## src/rtl/uart_tx.sv

```systemverilog
// uart_tx: 8-bit UART transmitter (start, 8 data LSB first, parity, stop) at 16 clocks per bit,
// with a one-entry holding buffer so frames can go out back-to-back.
module uart_tx #(
    parameter logic PARITY_ODD = 1'b0
) (
    input  logic       Clk,
    input  logic       Rst,
    input  logic       Clear,
    input  logic [7:0] InData,
    input  logic       InValid,
    output logic       InReady,
    output logic       TX,
    output logic       Busy,
    output logic       FrameDone
);
    typedef enum logic [2:0] {IDLE, START, DATA, PARITY, STOP} state_t;
    state_t      state_q, state_d;
    logic [3:0]  bit_cnt_q, bit_cnt_d;
    logic [2:0]  data_cnt_q, data_cnt_d;
    logic [7:0]  shift_q, shift_d;
    logic [7:0]  hold_data_q, hold_data_d;
    logic        hold_valid_q, hold_valid_d;
    logic        parity_q, parity_d;
    logic        tx_q, tx_d;
    logic        done_q, done_d;
    logic        bit_end, load, accept;

    assign bit_end   = bit_cnt_q == 4'd15;
    assign accept    = InValid && !hold_valid_q;
    assign load      = hold_valid_q && (state_q == IDLE || (state_q == STOP && bit_end));
    assign InReady   = !hold_valid_q;
    assign TX        = tx_q;
    assign Busy      = state_q != IDLE || hold_valid_q;
    assign FrameDone = done_q;

    always_ff @(posedge Clk or posedge Rst) begin
        if (Rst) begin
            state_q      <= IDLE;
            bit_cnt_q    <= '0;
            data_cnt_q   <= '0;
            shift_q      <= '0;
            hold_data_q  <= '0;
            hold_valid_q <= 1'b0;
            parity_q     <= 1'b0;
            tx_q         <= 1'b1;
            done_q       <= 1'b0;
        end else if (Clear) begin
            state_q      <= IDLE;
            bit_cnt_q    <= '0;
            data_cnt_q   <= '0;
            shift_q      <= '0;
            hold_data_q  <= '0;
            hold_valid_q <= 1'b0;
            parity_q     <= 1'b0;
            tx_q         <= 1'b1;
            done_q       <= 1'b0;
        end else begin
            state_q      <= state_d;
            bit_cnt_q    <= bit_cnt_d;
            data_cnt_q   <= data_cnt_d;
            shift_q      <= shift_d;
            hold_data_q  <= hold_data_d;
            hold_valid_q <= hold_valid_d;
            parity_q     <= parity_d;
            tx_q         <= tx_d;
            done_q       <= done_d;
        end
    end

    always_comb begin
        state_d = IDLE;
        case (state_q)
            IDLE:    state_d = hold_valid_q ? START : IDLE;
            START:   state_d = bit_end ? DATA : START;
            DATA:    state_d = (bit_end && data_cnt_q == 3'd7) ? PARITY : DATA;
            PARITY:  state_d = bit_end ? STOP : PARITY;
            STOP:    state_d = bit_end ? (hold_valid_q ? START : IDLE) : STOP;
            default: state_d = IDLE;
        endcase
    end

    // Accept and load are mutually exclusive: load needs hold_valid_q, accept needs it clear.
    always_comb begin
        hold_valid_d = accept ? 1'b1 : (load ? 1'b0 : hold_valid_q);
        hold_data_d  = accept ? InData : hold_data_q;
        bit_cnt_d    = (state_q == IDLE) ? 4'd0 : bit_cnt_q + 4'd1;
        data_cnt_d   = (state_q == DATA && bit_end) ? data_cnt_q + 3'd1 : data_cnt_q;
        shift_d      = load ? hold_data_q : ((state_q == DATA && bit_end) ? {1'b0, shift_q[7:1]} : shift_q);
        parity_d     = load ? (^hold_data_q) ^ PARITY_ODD : parity_q;
        done_d       = state_q == STOP && bit_end;
        tx_d         = 1'b1;
        case (state_q)
            IDLE:    tx_d = !load;
            START:   tx_d = bit_end ? shift_q[0] : 1'b0;
            DATA:    tx_d = !bit_end ? tx_q : (data_cnt_q == 3'd7 ? parity_q : shift_q[1]);
            PARITY:  tx_d = bit_end ? 1'b1 : tx_q;
            STOP:    tx_d = !load;
            default: tx_d = 1'b1;
        endcase
    end
endmodule

```

## config.mk

```make
export PLATFORM = sky130hd
export DESIGN_NAME = uart_tx
export DESIGN_NICKNAME = d
export VERILOG_FILES = /design/src/rtl/uart_tx.sv
export SDC_FILE = /design/constraint.sdc
export NUM_CORES = 1
export LEC_CHECK = 0
export ABC_AREA = 1
export CAP_MARGIN = 0
export CORE_ASPECT_RATIO = 0.9
export CORE_MARGIN = 2
export CORE_UTILIZATION = 40
export CTS_BUF_LIST = sky130_fd_sc_hd__clkbuf_16
export CTS_CLUSTER_SIZE = 10
export DETAILED_ROUTE_END_ITERATION = 10
export GPL_ROUTABILITY_DRIVEN = 0
export PLACE_DENSITY = 0.58
export SLEW_MARGIN = 10
export SYNTH_ARGS = -nofsm -noshare
export SYNTH_HDL_FRONTEND = slang
export SYNTH_SLANG_ARGS = --single-unit
```

## constraint.sdc

```tcl
create_clock -name Clk -period 3.85 [get_ports Clk]
set_input_delay 0.5775 -clock Clk [delete_from_list [all_inputs] [get_ports Clk]]
set_output_delay 0.5775 -clock Clk [all_outputs]
set_load 0.02 [all_outputs]
```

* Word-level counts from Yosys, hierarchy flattened
Cells that the tools add are included.
** Word-level totals
- Flip-flop bits (word level) :: 30
** Operators by class
- Multiplexer cells :: 28
- $add $sub $neg :: 2
- Eq/ne operators :: 8
- Reductions and logical operators :: 19
** Operators with widths (count)
- 8-bit two-way mux :: 5
- 3-bit two-way mux :: 5
- 3-bit one-hot mux with 5 select lines :: 1
- 1-bit two-way mux :: 13
- 3-bit nonzero test :: 3
- 4-bit two-way mux :: 2
- 8-bit parity :: 1
- 3-bit by 2-bit == test with 1-bit output (second input constant) :: 2
- 3-bit == test (second input constant) :: 2
- 3-bit inequality test (second input constant) :: 2
- 2-bit nonzero test :: 3
- 1-bit logical AND :: 5
- 4-bit by 1-bit adder with 4-bit output (second input constant) :: 1
- 4-bit == test (second input constant) :: 1
- 1-bit one-hot mux with 4 select lines :: 1
- 3-bit by 1-bit adder with 3-bit output (second input constant) :: 1
- 3-bit by 1-bit == test with 1-bit output (second input constant) :: 1
- 3-bit zero test :: 1
- 1-bit zero test :: 2
- 1-bit logical OR :: 2
- 2-bit two-way mux :: 1
- 2-bit AND reduction :: 1
- 2-bit OR reduction :: 1

* Longest topological paths before layout
Gate-level depths: netlist of the first run.
- Depth in word-level cells :: 7
- Gate-level depth with buffers :: 10
- Mapped depth without buffers :: 10

* Worst setup path before layout of the first run
No wires, ideal clock.
- Kind :: register to register
- Start :: reg bit_cnt_q[0]
- End :: reg shift_q[0]
- Data arrival time :: 1425 ps
- Period minus slack after synthesis :: 1490 ps
- Buffers on the path :: 1
- Data required time :: 3785 ps
- Cell stages (with the launch flop) :: 9
- Setup time :: 65 ps
- Path slack :: 2360 ps
- Cells stage by stage :: dfrtp_1 ha_1 nand3_4 a21oi_4 nand2_2 buf_6 a21oi_4 nand2_1 nand2_1
** On the way
- Longest elaborated chain between the ends :: 6
- Elaborated cells between the ends (all ways) :: 8
- Classes of those cells :: 1 x eq/ne; 2 x mux; 5 x reduce/logical
** RTL lines
- from (decl) :: line 18 : logic [3:0] bit_cnt_q, bit_cnt_d;
- from (signal assigned) :: line 59 : bit_cnt_q <= bit_cnt_d;
- 4-bit == test (*) :: line 28 : assign bit_end = bit_cnt_q == 4'd15;
- 1-bit logical AND :: line 30 : assign load = hold_valid_q && (state_q == IDLE || (state_q == STOP && bit_end));
- 1-bit logical OR :: line 30
- 1-bit logical AND :: line 30
- 8-bit two-way mux :: line 88 : shift_d = load ? hold_data_q : ((state_q == DATA && bit_end) ? {1'b0, shift_q[7:1]} : shift_q);
- 8-bit two-way mux :: line 47 : end else if (Clear) begin
- to (signal assigned) :: line 61 : shift_q <= shift_d;
- to (decl) :: line 20 : logic [7:0] shift_q, shift_d;
Mark *: on every way between the ends. The rest lies on a longest branch, timed or not.
A chain may end at the register's enable or synchronous reset.

* Worst setup path after layout of the first run
- Start :: reg hold_valid_q
- End :: out Busy
** On the way
- Longest elaborated chain between the ends :: 1
** RTL lines
- from (decl) :: line 22 : logic hold_valid_q, hold_valid_d;
- from (signal assigned) :: line 63 : hold_valid_q <= hold_valid_d;
- 1-bit logical OR :: line 33 : assign Busy = state_q != IDLE || hold_valid_q;
- to (decl) :: line 13 : output logic Busy,
Every way passes these cells.

==> results of run 1 <==
-- power groups by stage --
stage	registers [mW]	logic (mW)	clock network [mW]
after global placement	0.350	0.109	0
final	0.345	0.108	0.362
after CTS	0.345	0.110	0.374
after detailed placement	0.350	0.109	0
after floorplan	0.346	0.0780	0
after global routing	0.348	0.127	0.385
-- worst max path at each step --
stage,from,to,slack (ns),depth (start not counted)
floorplan,bit_cnt_q[0],shift_q[0],2.36,8
global placement,Clear,hold_data_q[4],1.51,5
detailed placement,Clear,hold_data_q[3],1.45,5
CTS,hold_valid_q,Busy,1.62,3
global route,hold_valid_q,Busy,1.55,3
finish,hold_valid_q,Busy,1.63,3
-- cells in the final DEF (no fill, tap or decap) --
master and instances:
nor2_2 2, o21ai_0 16, buf_4 1, inv_2 2, nor2_1 25, xnor2_1 2, xor2_1 1, clkbuf_16 5
nand3_2 1, clkinv_2 1, clkinv_1 1, dfstp_2 1, inv_1 29, dfrtp_1 29, nand3_4 1, nand3_1 24
nor3_1 2, a21oi_4 2, nand2_1 78, a21oi_1 4, ha_1 3, a31oi_1 1, clkdlybuf4s50_1 15, nand2_2 1
-- per-layer routing --
| metal | track usage | wire, um | part of all wire | up-vias |
|---|---|---|---|---|
| li1 | - | - | - | 748 |
| met1 | 0.2635 | 1861 | 0.55 | 628 |
| met2 | 0.2431 | 1335 | 0.40 | 17 |
| met3 | 0.04141 | 91 | 0.027 | 7 |
| met4 | 0.07783 | 71 | 0.021 | 0 |
| met5 | 0 | 0 | 0 | - |
-- state kept, by name (all words and copies together) (netlist names), 3 cells and up --
name         count
state_q          3
bit_cnt_q        4
hold_data_q      8
shift_q          8
data_cnt_q       3
-- cells by family (layout without fill, tap and decap cells) --
kind of cell / Yosys count / count (layout)
buf+inv: 35 / 54
xor+xnor: 3 / 3
compound gates: 23 / 23
fa+ha+maj: 3 / 3
simple gates: 134 / 134
flops: 30 / 30
-- area by class of cell --
type | instances | share of cell area
multi-input cells | 163 | 0.3856
flip-flops and latches | 30 | 0.3787
repair buffers | 16 | 0.07940
clock buffers | 5 | 0.06301
inverters | 30 | 0.05671
well taps | 48 | 0.03025
clock inverters | 3 | 0.006301
-- stage by stage --
step	instances	utilization
after floorplan	228	-
after global placement	287	0.4598
after detailed placement	287	0.4598
after CTS	295	0.4941
after global routing	295	0.4941
final	295	0.4941
==> run_results.csv, run 1 <==
group,metric,value,unit
critical_path,path_cells,"inv_1 -> nand3_1 -> clkdlybuf4s50_1",
timing,setup_viol,0,
clock_tree,cts_tree,"done",
timing,finalWorstSetupSlack,1.628,ns
grt,grt_start_max_net_pins,31,
synthesis,synth_edf_count,0,
power_and_ir_drop,p_clk_frac,0.444,
place,place_area,1848,sq um
critical_path,r2r-end,"shift_q[3]",
min_path,hold_end,"bit_cnt_q[0]",
final_layout,seq_area,752.0,sq um
power_and_ir_drop,seq_power_share,0.423,
clock_tree,cts_buffers,5,
place,port_buffers,15,
synthesis,netlist_top_cells_area,"dfrtp_1, nand2_1, nand3_1",
power_and_ir_drop,vdd_drop_max,0.2263,mV
floorplanning,num_rows,22,
synthesis,ys_seq_area_frac,0.4532,
routing,routedWlPerCell,11.39,um
timing,relSlewSlack,0.5963,
critical_path,path_max_fanout,11,
synthesis,ys_top_cells_by_count,"nand2_1, dfrtp_1, inv_1",
final_layout,drive_gt1_frac,0.06883,
routing,routed_via_density,4.746,
grt,track_usage,0.1772,
timing,rsz0062_at_grt,"no",
min_path,whs_path_depth,1,
synthesis,synth_simple_gate_area_frac,0.3394,
clock_tree,cts.sinks,30,
power_and_ir_drop,finalPower,815.9,uW
timing,skew,0.002563,ns
critical_path,rrSetupSlack,2.07,ns
timing,fin_crit,2.222,ns
critical_path,rr_startpoint,"bit_cnt_q[0]",
critical_path,required,3.27,ns
job,cap_violations,0,
synthesis,synth_most_common_cell,"nand2_1",
synthesis,syn-num-nets,243,
floorplanning,die-width,71.89,um
synthesis,synth_xor_area_frac,0.01584,
power_and_ir_drop,p_int,605.6,uW
critical_path,worst-r2r-cell-count,8,
floorplanning,design.die.area,4679,sq um
critical_path,cp_top_family,"buffers and inverters",
outcome,outcome,"complete, no violations",
synthesis,synth_compound_area_frac,0.08371,
final_layout,fillers,409,
synthesis,synthMuxAreaShare,0,
grt,grt.overflow.total,0,
timing,report.final.slew_viol_count,0,
synthesis,yosysTopAreaCellShare,0.4374,
power_and_ir_drop,sw_frac_of_total,0.2578,
place,dp_hpwl,2.454,mm
final_layout,final_area,1986,sq um
synthesis,synth.distinct_cells,22,
timing,setup_tns,0,ns
synthesis,yosys_register_bits,30,
floorplanning,chipHeight,65.10,um
floorplanning,boundaryPins,16,
synthesis,synthCells,228,
clock_tree,cts_root_buf,"clkbuf_16",
critical_path,crit_arrival,1.64,ns
clock_tree,postCtsHoldBufs,0,
place,place_ws,1.446,ns
routing,drcViolationCount,0,
timing,whs,0.4582,ns
clock_tree,cts_max_path_buffers,2,
routing,via_count,1400,
clock_tree,post_cts_buffers,0,
synthesis,synth_warnings,0,
critical_path,slowest_delay,0.60,ns
synthesis,syn_avg_cell_area,7.277,sq um
final_layout,areaGrowthSynthToFinish,19.68,%
critical_path,critical_path_class,"flip-flop to output port",
floorplanning,coreArea,4019,sq um
grt,antenna_found_initial,0,
timing,fmax,0.4500,GHz
synthesis,ys.flop_type,"dfrtp_1",
power_and_ir_drop,total_leakage_power,1.057,nW
final_layout,fin_nets,261,
routing,dr.pass1.iters,4,
timing,hold_viol,0,
clock_tree,ctsResizeCount,0,
synthesis,postSynth.asyncResetShare,1.000,
min_path,min_path_type,"flip-flop to flip-flop",
synthesis,synthAdderAreaFrac,0.02262,
power_and_ir_drop,p_switching,210.3,uW
critical_path,end_kind,"output port",
min_path,hp-start,"bit_cnt_q[0]",
routing,detail-route-antenna-nets,0,
critical_path,cp_slowest_cell,"clkdlybuf4s50_1",
timing,timing.final.crit_share,0.5772,
clock_tree,path_clk_slew,0.05,ns
synthesis,yosysTopAreaCell,"dfrtp_1",
final_layout,multi_input_area,765.7,sq um
power_and_ir_drop,combPwrFrac,0.133,
critical_path,cp_num_buf_inv,2,
grt,grt_pass1_wl,6.313,mm
synthesis,synth_top_family_by_area,"simple AND/OR/NAND/NOR gates",
synthesis,netlist_area,1659,sq um
routing,drt_iter0_drc,72,
floorplanning,start_util,0.4128,
final_layout,diodes,0,
power_and_ir_drop,p_per_area,410.9,nW/um^2
timing,max_slew.worst_pin.slew,0.6049,ns
clock_tree,ctsHtreeMaxLevel,2,
routing,routed_wl,3.359,mm
grt,first_global_vias,1404,
critical_path,cp-start-kind,"flip-flop",
clock_tree,clock_latency,0.27,ns
Note: power is estimated with default switching activity, not from simulation.
==> run 2, diff against run 1 <==
--- a/config.mk
+++ b/config.mk
@@ -14,7 +14,7 @@
 export CTS_CLUSTER_SIZE = 10
 export DETAILED_ROUTE_END_ITERATION = 10
 export GPL_ROUTABILITY_DRIVEN = 0
-export PLACE_DENSITY = 0.58
+export PLACE_DENSITY = 0.6
 export SLEW_MARGIN = 10
 export SYNTH_ARGS = -nofsm -noshare
 export SYNTH_HDL_FRONTEND = slang
==> constraint.sdc (replaced) <==
create_clock -name Clk -period 2 [get_ports Clk]
set_input_delay 0.3 -clock Clk [delete_from_list [all_inputs] [get_ports Clk]]
set_output_delay 0.3 -clock Clk [all_outputs]
set_load 0.02 [all_outputs]
==> run_results.csv, run 2 (synthesis gave the netlist of run 1 again) <==
group,metric,value,unit
place,place_ws,0.2102,ns
clock_tree,cts_tree,"done",
min_path,min_path_type,"input port to asynchronous set/reset pin",
floorplanning,die-width,71.89,um
grt,track_usage,0.1661,
routing,dr.pass1.iters,4,
clock_tree,cts_root_buf,"clkbuf_16",
clock_tree,cts_buffers,5,
critical_path,r2r-end,"shift_q[0]",
timing,skew,0.004100,ns
floorplanning,chipHeight,65.10,um
routing,drt_iter0_drc,121,
timing,fmax,0.5352,GHz
timing,max_slew.worst_pin.slew,0.5061,ns
critical_path,cp-start-kind,"flip-flop",
critical_path,crit_cells,3,
floorplanning,start_util,0.4128,
timing,relSlewSlack,0.6590,
routing,via_count,1389,
clock_tree,cts.sinks,30,
timing,rsz0062_at_grt,"no",
clock_tree,cts_max_path_buffers,2,
clock_tree,clock_latency,0.27,ns
outcome,outcome,"complete, no violations",
critical_path,cp_num_buf_inv,2,
final_layout,final_common_cell,"nand2_1",
critical_path,end_kind,"output port",
clock_tree,ctsHtreeMaxLevel,2,
critical_path,path_cells,"inv_1 -> nand3_1 -> clkdlybuf4s50_1",
final_layout,areaGrowthSynthToFinish,22.78,%
floorplanning,boundaryPins,16,
final_layout,drive_gt1_frac,0.09200,
critical_path,rrSetupSlack,0.26,ns
routing,detail-route-antenna-nets,0,
timing,fin_crit,1.868,ns
grt,antenna_found_initial,0,
timing,setup_viol,0,
job,cap_violations,0,
critical_path,path_max_fanout,6,
grt,grt.overflow.total,0,
critical_path,crit_arrival,1.57,ns
critical_path,worst-r2r-cell-count,8,
critical_path,slowest_delay,0.60,ns
place,port_buffers,15,
timing,setup_tns,0,ns
critical_path,cp_slowest_cell,"clkdlybuf4s50_1",
final_layout,fin_nets,264,
clock_tree,postCtsHoldBufs,0,
clock_tree,path_clk_slew,0.05,ns
critical_path,cp_top_family,"buffers and inverters",
floorplanning,design.die.area,4679,sq um
routing,routed_wl,3.340,mm
grt,first_global_vias,1284,
routing,routed_via_density,4.661,
final_layout,final_cell_mix,"nand2_1, dfrtp_1, inv_1",
floorplanning,coreArea,4019,sq um
critical_path,rr_startpoint,"bit_cnt_q[0]",
routing,drcViolationCount,0,
power_and_ir_drop,p_per_area,843.1,nW/um^2
timing,hold_viol,0,
routing,routedWlPerCell,11.21,um
critical_path,required,1.70,ns
grt,grt_start_max_net_pins,31,
timing,finalWorstSetupSlack,0.1316,ns
grt,grt_pass1_wl,5.906,mm
timing,timing.final.crit_share,0.9342,
final_layout,diodes,0,
timing,report.final.slew_viol_count,0,
critical_path,critical_path_class,"flip-flop to output port",
place,dp_hpwl,2.432,mm
power_and_ir_drop,vdd_drop_max,0.5050,mV
final_layout,top_regs,"hold_data_q: 8 flops, shift_q: 8 flops, bit_cnt_q: 4 flops",
floorplanning,num_rows,22,
power_and_ir_drop,total_leakage_power,1.081,nW
## run 2: changes by cell type in the layout (fill, tap and decap cells not counted), sizes merged
cell,change
bufinv,+1
buf,+3
inv,-1
## run 2: stage by stage
stage	hold WS (ns)	std cells	cell area (sq um)	utilization	total power, mW
after floorplan	0.3720	228	1659	-	0.8161
after global placement	0.4555	290	1871	0.4654	0.8865
after detailed placement	0.4580	290	1871	0.4654	0.8885
after CTS	0.4252	298	2036	0.5065	1.742
after global routing	0.4470	298	2037	0.5068	1.811
final	0.4112	298	2037	0.5068	1.717
## run 2: how the worst max path moves through the flow
stage / endpoint / slack [ns] / from
floorplan: shift_q[0] / 0.51 / bit_cnt_q[0]
global placement: shift_q[4] / 0.28 / bit_cnt_q[0]
detailed placement: hold_data_q[4] / 0.21 / Clear
CTS: Busy / 0.06 / hold_valid_q
global route: Busy / 0.05 / state_q[2]
finish: Busy / 0.13 / state_q[2]
## run 2: repair_timing
action	in CTS	in global routing
setup buffers	0	0
setup endpoints to repair	0	1
resized for setup	0	1
## run 2: worst min-delay path: cells and delay by family
family	cells	cell delay, ns
buffers and inverters	3	0.79
## run 2: cell type report
class                      instances  area (sq um)
clock buffer                       5         125.1
clock inverter                     3         40.04
fill                             398          1982
inverter                          30         112.6
multi-input combinational        163         765.7
sequential                        30         753.2
tap                               48         60.06
timing repair buffer              19         180.2
## run 2: layer usage
metal | routed length, um | GRT usage | up-vias
met2 | 1400 | 0.2315 | 18
met4 | 13 | 0.06368 | 0
met3 | 102 | 0.05061 | 2
li1 | - | - | 754
met1 | 1823 | 0.2396 | 615
met5 | 0 | 0 | -
## run 2: power by group
group	switching (mW)	total [mW]	internal, mW
Sequential	0.0297	0.665	0.635
Combinational	0.126	0.212	0.0860
Clock	0.259	0.841	0.581
Total	0.415	1.72	1.30
